<file path="config.mk">
export PLATFORM = sky130hd
export DESIGN_NAME = mem_port_arbiter_flat
export DESIGN_NICKNAME = d
export VERILOG_FILES = /design/src/rtl/mem_port_arbiter_if.sv /design/src/rtl/mem_port_arbiter.sv /design/src/flat_wrapper.sv
export SDC_FILE = /design/constraint.sdc
export NUM_CORES = 1
export LEC_CHECK = 0
export BUFFER_PORTS_ARGS = -buffer_cell sky130_fd_sc_hd__buf_2
export CAP_MARGIN = 5
export CORE_MARGIN = 2
export CORE_UTILIZATION = 45
export CTS_BUF_LIST = sky130_fd_sc_hd__clkbuf_4 sky130_fd_sc_hd__clkbuf_8
export CTS_CLUSTER_SIZE = 20
export DETAILED_ROUTE_END_ITERATION = 8
export GPL_TIMING_DRIVEN = 0
export PLACE_DENSITY = 0.77
export SYNTH_ARGS = -nofsm -noshare
export SYNTH_HDL_FRONTEND = slang
export SYNTH_SLANG_ARGS = --single-unit
</file>
<file path="constraint.sdc">
create_clock -name clk -period 2.3 [get_ports clk]
set_input_delay 0.115 -clock clk [delete_from_list [all_inputs] [get_ports clk]]
set_output_delay 0.115 -clock clk [all_outputs]
set_load 0.03 [all_outputs]
</file>
<file path="src/rtl/mem_port_arbiter_if.sv">
// Bundle of every signal between the fetch requester, the data requester,
// the shared memory and the arbiter that sits between them.
//   slave  : arbiter view (requests and memory response in; acks, read data
//            and memory strobes out)
//   master : requester/memory side view (the mirror image of slave)
// Parameter n sets the address and data width.
interface mem_port_arbiter_if #(
    parameter int n = 16
);
    // instruction-fetch port
    logic           i_req;
    logic [n-1:0]   i_addr;
    logic           i_ack;
    logic [n-1:0]   i_rdata;
    // data-stage port
    logic           d_req;
    logic           d_we;
    logic [n-1:0]   d_addr;
    logic [n-1:0]   d_wdata;
    logic           d_ack;
    logic [n-1:0]   d_rdata;
    // shared memory port
    logic           mem_en;
    logic           mem_we;
    logic [n-1:0]   mem_addr;
    logic [n-1:0]   mem_wdata;
    logic [n-1:0]   mem_rdata;
    logic           mem_ready;
    // address-mux select, 0 = fetch owns the memory, 1 = data owns it
    logic           sel;

    modport slave (
        input  i_req, i_addr, d_req, d_we, d_addr, d_wdata, mem_rdata, mem_ready,
        output i_ack, i_rdata, d_ack, d_rdata, mem_en, mem_we, mem_addr, mem_wdata, sel
    );

    modport master (
        output i_req, i_addr, d_req, d_we, d_addr, d_wdata, mem_rdata, mem_ready,
        input  i_ack, i_rdata, d_ack, d_rdata, mem_en, mem_we, mem_addr, mem_wdata, sel
    );
endinterface

</file>
<file path="src/rtl/mem_port_arbiter.sv">
// Two-requester arbiter for a single memory port. Data accesses win over
// instruction fetch, except that after STARVE_MAX consecutive data grants
// issued while fetch was waiting, fetch is granted once. Every access runs
// IDLE -> BUSY_x -> IDLE; the memory may stretch BUSY_x indefinitely by
// holding mem_ready low. Completion is reported with a one-cycle ack and
// registered read data on the owning port.
// Ports:
//   clk    : clock, all state on rising edge
//   rst_n  : asynchronous active-low reset
//   bus    : mem_port_arbiter_if.slave (fetch port, data port, memory port, sel)
// Parameters:
//   n          : address/data width
//   STARVE_MAX : data grants allowed back to back while fetch waits
module mem_port_arbiter #(
    parameter int n          = 16,
    parameter int STARVE_MAX = 3
) (
    input  logic                 clk,
    input  logic                 rst_n,
    mem_port_arbiter_if.slave    bus
);
    localparam int CW = (STARVE_MAX < 1) ? 1 : $clog2(STARVE_MAX + 1);
    localparam logic [CW-1:0] STARVE_LIM = CW'(STARVE_MAX);

    typedef enum logic [1:0] {
        IDLE   = 2'd0,
        BUSY_I = 2'd1,
        BUSY_D = 2'd2
    } state_t;

    state_t          state_reg;
    state_t          state_next;
    logic            grant_i;
    logic            grant_d;
    logic            done;

    logic [CW-1:0]   starve_cnt_reg;
    logic [n-1:0]    mem_addr_reg;
    logic [n-1:0]    mem_wdata_reg;
    logic            mem_we_reg;
    logic            sel_reg;

    // ---------------------------------------------------------------
    // FSM state register
    // ---------------------------------------------------------------
    always_ff @(posedge clk or negedge rst_n) begin
        if (!rst_n) begin
            state_reg <= IDLE;
        end else begin
            state_reg <= state_next;
        end
    end

    // ---------------------------------------------------------------
    // FSM next state and grant/complete strobes
    // ---------------------------------------------------------------
    always_comb begin
        state_next = state_reg;
        grant_i    = 1'b0;
        grant_d    = 1'b0;
        done       = 1'b0;
        unique case (state_reg)
            IDLE: begin
                // data wins unless fetch has already been passed over
                // STARVE_MAX times in a row; mem_ready is not looked at here
                if (bus.d_req && (!bus.i_req || (starve_cnt_reg < STARVE_LIM))) begin
                    grant_d    = 1'b1;
                    state_next = BUSY_D;
                end else if (bus.i_req) begin
                    grant_i    = 1'b1;
                    state_next = BUSY_I;
                end
            end
            BUSY_I, BUSY_D: begin
                // requests are not looked at: a dropped request still completes
                if (bus.mem_ready) begin
                    done       = 1'b1;
                    state_next = IDLE;
                end
            end
            default: begin
                state_next = IDLE;
            end
        endcase
    end

    // ---------------------------------------------------------------
    // Memory-side registers: loaded only on a grant, so they stay frozen
    // for the whole BUSY state.
    // ---------------------------------------------------------------
    always_ff @(posedge clk or negedge rst_n) begin
        if (!rst_n) begin
            starve_cnt_reg <= '0;
            mem_addr_reg   <= '0;
            mem_wdata_reg  <= '0;
            mem_we_reg     <= 1'b0;
            sel_reg        <= 1'b0;
        end else if (grant_d) begin
            mem_addr_reg  <= bus.d_addr;
            mem_wdata_reg <= bus.d_wdata;
            mem_we_reg    <= bus.d_we;
            sel_reg       <= 1'b1;
            // only a grant that overtakes a waiting fetch counts
            if (bus.i_req && (starve_cnt_reg < STARVE_LIM)) begin
                starve_cnt_reg <= starve_cnt_reg + CW'(1);
            end
        end else if (grant_i) begin
            mem_addr_reg   <= bus.i_addr;
            mem_we_reg     <= 1'b0;
            sel_reg        <= 1'b0;
            starve_cnt_reg <= '0;
        end
    end

    // ---------------------------------------------------------------
    // Per-port completion: port 0 is fetch, port 1 is data. sel_reg
    // names the owner during BUSY, so only one port can ack at a time and
    // the other port's read data register holds.
    // ---------------------------------------------------------------
    genvar gi;
    generate
        for (gi = 0; gi < 2; gi++) begin : g_port
            localparam logic OWNER = 1'(gi);
            logic            ack_reg;
            logic [n-1:0]    rdata_reg;

            always_ff @(posedge clk or negedge rst_n) begin
                if (!rst_n) begin
                    ack_reg   <= 1'b0;
                    rdata_reg <= '0;
                end else begin
                    ack_reg <= done && (sel_reg == OWNER);
                    if (done && (sel_reg == OWNER)) begin
                        rdata_reg <= bus.mem_rdata;
                    end
                end
            end
        end
    endgenerate

    assign bus.mem_en    = (state_reg != IDLE);
    assign bus.mem_we    = mem_we_reg;
    assign bus.mem_addr  = mem_addr_reg;
    assign bus.mem_wdata = mem_wdata_reg;
    assign bus.sel       = sel_reg;
    assign bus.i_ack     = g_port[0].ack_reg;
    assign bus.i_rdata   = g_port[0].rdata_reg;
    assign bus.d_ack     = g_port[1].ack_reg;
    assign bus.d_rdata   = g_port[1].rdata_reg;
endmodule

</file>
<file path="src/flat_wrapper.sv">
// flat-port wrapper written by rule: the top's interface ports become plain ports
module mem_port_arbiter_flat 
#(
    parameter int n          = 16,
    parameter int STARVE_MAX = 3
)
  (clk, rst_n, bus_i_req, bus_i_addr, bus_d_req, bus_d_we, bus_d_addr, bus_d_wdata, bus_mem_rdata, bus_mem_ready, bus_i_ack, bus_i_rdata, bus_d_ack, bus_d_rdata, bus_mem_en, bus_mem_we, bus_mem_addr, bus_mem_wdata, bus_sel);
  mem_port_arbiter_if #(.n(n)) bus_i ();
  input  logic clk;
  input  logic rst_n;
  input wire logic [$bits(bus_i.i_req)-1:0] bus_i_req;
  input wire logic [$bits(bus_i.i_addr)-1:0] bus_i_addr;
  input wire logic [$bits(bus_i.d_req)-1:0] bus_d_req;
  input wire logic [$bits(bus_i.d_we)-1:0] bus_d_we;
  input wire logic [$bits(bus_i.d_addr)-1:0] bus_d_addr;
  input wire logic [$bits(bus_i.d_wdata)-1:0] bus_d_wdata;
  input wire logic [$bits(bus_i.mem_rdata)-1:0] bus_mem_rdata;
  input wire logic [$bits(bus_i.mem_ready)-1:0] bus_mem_ready;
  output wire logic [$bits(bus_i.i_ack)-1:0] bus_i_ack;
  output wire logic [$bits(bus_i.i_rdata)-1:0] bus_i_rdata;
  output wire logic [$bits(bus_i.d_ack)-1:0] bus_d_ack;
  output wire logic [$bits(bus_i.d_rdata)-1:0] bus_d_rdata;
  output wire logic [$bits(bus_i.mem_en)-1:0] bus_mem_en;
  output wire logic [$bits(bus_i.mem_we)-1:0] bus_mem_we;
  output wire logic [$bits(bus_i.mem_addr)-1:0] bus_mem_addr;
  output wire logic [$bits(bus_i.mem_wdata)-1:0] bus_mem_wdata;
  output wire logic [$bits(bus_i.sel)-1:0] bus_sel;
  assign bus_i.i_req = bus_i_req;
  assign bus_i.i_addr = bus_i_addr;
  assign bus_i.d_req = bus_d_req;
  assign bus_i.d_we = bus_d_we;
  assign bus_i.d_addr = bus_d_addr;
  assign bus_i.d_wdata = bus_d_wdata;
  assign bus_i.mem_rdata = bus_mem_rdata;
  assign bus_i.mem_ready = bus_mem_ready;
  assign bus_i_ack = bus_i.i_ack;
  assign bus_i_rdata = bus_i.i_rdata;
  assign bus_d_ack = bus_i.d_ack;
  assign bus_d_rdata = bus_i.d_rdata;
  assign bus_mem_en = bus_i.mem_en;
  assign bus_mem_we = bus_i.mem_we;
  assign bus_mem_addr = bus_i.mem_addr;
  assign bus_mem_wdata = bus_i.mem_wdata;
  assign bus_sel = bus_i.sel;
  mem_port_arbiter #(.n(n), .STARVE_MAX(STARVE_MAX)) u_core (.clk(clk), .rst_n(rst_n), .bus(bus_i));
endmodule
</file>
==> results.json <==
{
  "rsz0062_at_grt": "no",
  "clk_path_buf_depth": 2,
  "place_area_sq_mm": 0.00384,
  "routed-via-count": 2444,
  "numPortBuffers": 138,
  "ios": 139,
  "clk_latency_ns": 0.33,
  "yosysUniqueCellTypes": 29,
  "vdd_drop_max_mv": 1.01,
  "dieHeight_microns": 86.3,
  "overflow": 0,
  "grt_pass1_vias": 2356,
  "crit_fanout": 10,
  "start_util_pct": 47.2,
  "fp.dieW_microns": 86.3,
  "drive_gt1_share_pct": 53.9,
  "tightest_slew_ns": 0.878,
  "fillCellCount": 529,
  "arrival_ns": 1.66,
  "synthMostInstantiatedCell": "dfrtp_1",
  "cts_tree": "yes",
  "diodes": 0,
  "syn-cell-area_sq_mm": 0.00305,
  "routed-wl-met2_microns": 3580,
  "area_delta_synth_final_pct": 38.4,
  "clock_sinks": 72,
  "hold_path_class": "input pin to flop",
  "final_nets": 467,
  "htree_levels": 3,
  "syn_avg_cell_area_sq_um": 13.2,
  "startpoint_type": "flop",
  "max_freq_ghz": 0.564,
  "setup_viol": 0,
  "drt-met1-wl_microns": 3020,
  "post_cts_resize_count": 0,
  "cts_root_buffer": "clkbuf_8",
  "status": "completed",
  "grt_first_pass_wirelength_microns": 11300,
  "grtUsageTotal_pct": 19.7,
  "grt_max_degree": 73,
  "ys_warn_count": 0,
  "slew_violations": 0,
  "synth-edff-count": 0,
  "firstDrtPassIters": 4,
  "drt_iter0_drc": 131,
  "synthFlopType": "dfrtp_1",
  "required_ns": 2.18,
  "antenna_found_initial": 0,
  "tns_ns": 0,
  "viasPerCell": 5.13,
  "netlist.area_leader.share_pct": 59.1,
  "dp_hpwl_microns": 5120,
  "period_share_pct": 77.1,
  "synthesis.nets": 303,
  "cp-end-kind": "primary output",
  "syn_inst": 231,
  "total_power_uw": 6920,
  "synth-seq-area-share_pct": 59.1,
  "setup.worst_path.class": "flop to primary output",
  "synth_commonest_cells": "dfrtp_1 (72), mux2_2 (40), o21ai_0 (18)",
  "yosysTopAreaCell": "dfrtp_1",
  "cts_made_buffers": 9,
  "synthTopCellsByArea": "dfrtp_1 (59%), mux2_2 (15%), o2111ai_1 (4.6%)",
  "skew_ns": 0.00832,
  "ys_seq_elements": 72,
  "core_sq_mm": 0.00646,
  "place.gp.congestion": 0.822,
  "std_cell_rows": 29,
  "async_reset_ff_share_pct": 100,
  "dieArea_sq_mm": 0.00744,
  "hold_viol_final": 0,
  "ant_nets": 0,
  "routed_wl_microns": 7210,
  "wl_met3_microns": 474,
  "slew_headroom_pct": 41.5,
  "maxCapViolCount": 0,
  "wire_per_inst_microns": 15.1,
  "drc": 0,
  "stdcell_area_sq_mm": 0.00422,
  "highest_layer": "met4",
  "power.leakage_uw": 0.00205,
  "period_needed_ns": 1.77,
  "p_per_area_mw_per_mm2": 1640,
  "cts.clk_slew.worst_paths_ns": 0.08
}
==> critical path, stage by stage (launching register included) <==
cell and delay [ns]:
dfrtp_1 0.36, inv_1 0.08, ha_1 0.25, clkbuf_1 0.38, inv_1 0.07, buf_2 0.19
==> metal layers <==
layer / vias to the layer above / global-route usage (%)
met2: 90 / 32.6
li1: 1169 / -
met5: - / 0
met4: 0 / 8.66
met1: 1173 / 24.8
met3: 12 / 4.48
==> power by group <==
| part | internal (uW) | leakage (uW) | total [uW] | switching (uW) |
|---|---|---|---|---|
| Clock | 668 | 0.000116 | 1120 | 455 |
| Sequential | 1910 | 0.000849 | 2210 | 295 |
| Combinational | 1300 | 0.00109 | 3590 | 2290 |
| Total | 3880 | 0.00205 | 6920 | 3050 |
==> placed cells by master (no fill, tap or decap), types with 2 or more instances in the layout <==
cell type and n:
nor2b_1 2, buf_4 2, mux2_2 40, o2111ai_1 16
clkinv_4 2, clkbuf_8 11, clkbuf_1 5, buf_2 143
a31oi_1 16, a21oi_1 2, ha_1 2, bufinv_16 2
o32ai_1 2, dlygate4sd3_1 15, mux2_4 8, o21ai_0 18
inv_1 9, nand2_1 3, dfrtp_1 72, nor2_1 16
==> cell families after synthesis <==
| kind of cell | share of synthesized area, % |
|---|---|
| DFF | 59.1 |
| AOI/OAI and AO/OA | 12.5 |
| muxes | 18.7 |
| and+or+nand+nor | 4.68 |
| buffers and inverters | 4.11 |
| adders and majority gates | 0.821 |
==> metrics by stage <==
step	instances	hold WS (ns)	setup WS (ns)	util [%]
6_report	476	0.0160	0.527	65.3
5_1_grt	476	0.00377	0.384	65.3
4_1_cts	476	0.00268	0.515	65.3
3_5_place_dp	446	0.297	0.568	59.4
3_3_place_gp	446	0.327	0.607	59.4
2_1_floorplan	231	-0.181	0.726	-
==> final timing paths <==
kind,depth (start not counted),slack [ns],endpoint,start
hold / removal,2,0.02,u_core.bus.i_rdata[13]$_DFFE_PN0P_,bus_mem_rdata[13]
setup reg to reg,6,0.56,u_core.bus.mem_wdata[5]$_DFFE_PN0P_,u_core.state_reg[1]$_DFFE_PN0P_
max in group asynchronous,2,1.28,u_core.bus.mem_addr[3]$_DFFE_PN0P_,rst_n
setup / recovery,5,0.53,bus_mem_en,u_core.state_reg[1]$_DFFE_PN0P_
min in group asynchronous,2,0.43,u_core.bus.i_ack$_DFF_PN0_,rst_n
hold reg to reg,1,0.50,u_core.bus.d_rdata[3]$_DFFE_PN0P_,u_core.bus.d_rdata[3]$_DFFE_PN0P_
==> timing repair <==
item / CTS / global route
buffers inserted: 0 / 0
hold buffers: 15 / 0
endpoints found under the hold margin: 86 / 0
==> layout make-up <==
cell class	instances	area (sq um)	share of cell area [%]
Buffer	15	87.6	2.08
Clock buffer	11	151	3.59
Clock inverter	4	77.6	1.84
Inverter	10	37.5	0.890
Multi-Input combinational cell	134	1120	26.6
Sequential cell	72	1800	42.7
Tap cell	77	96.3	2.29
Timing Repair Buffer	153	843	20.0
No activity file was read; power rests on OpenSTA's default activity.
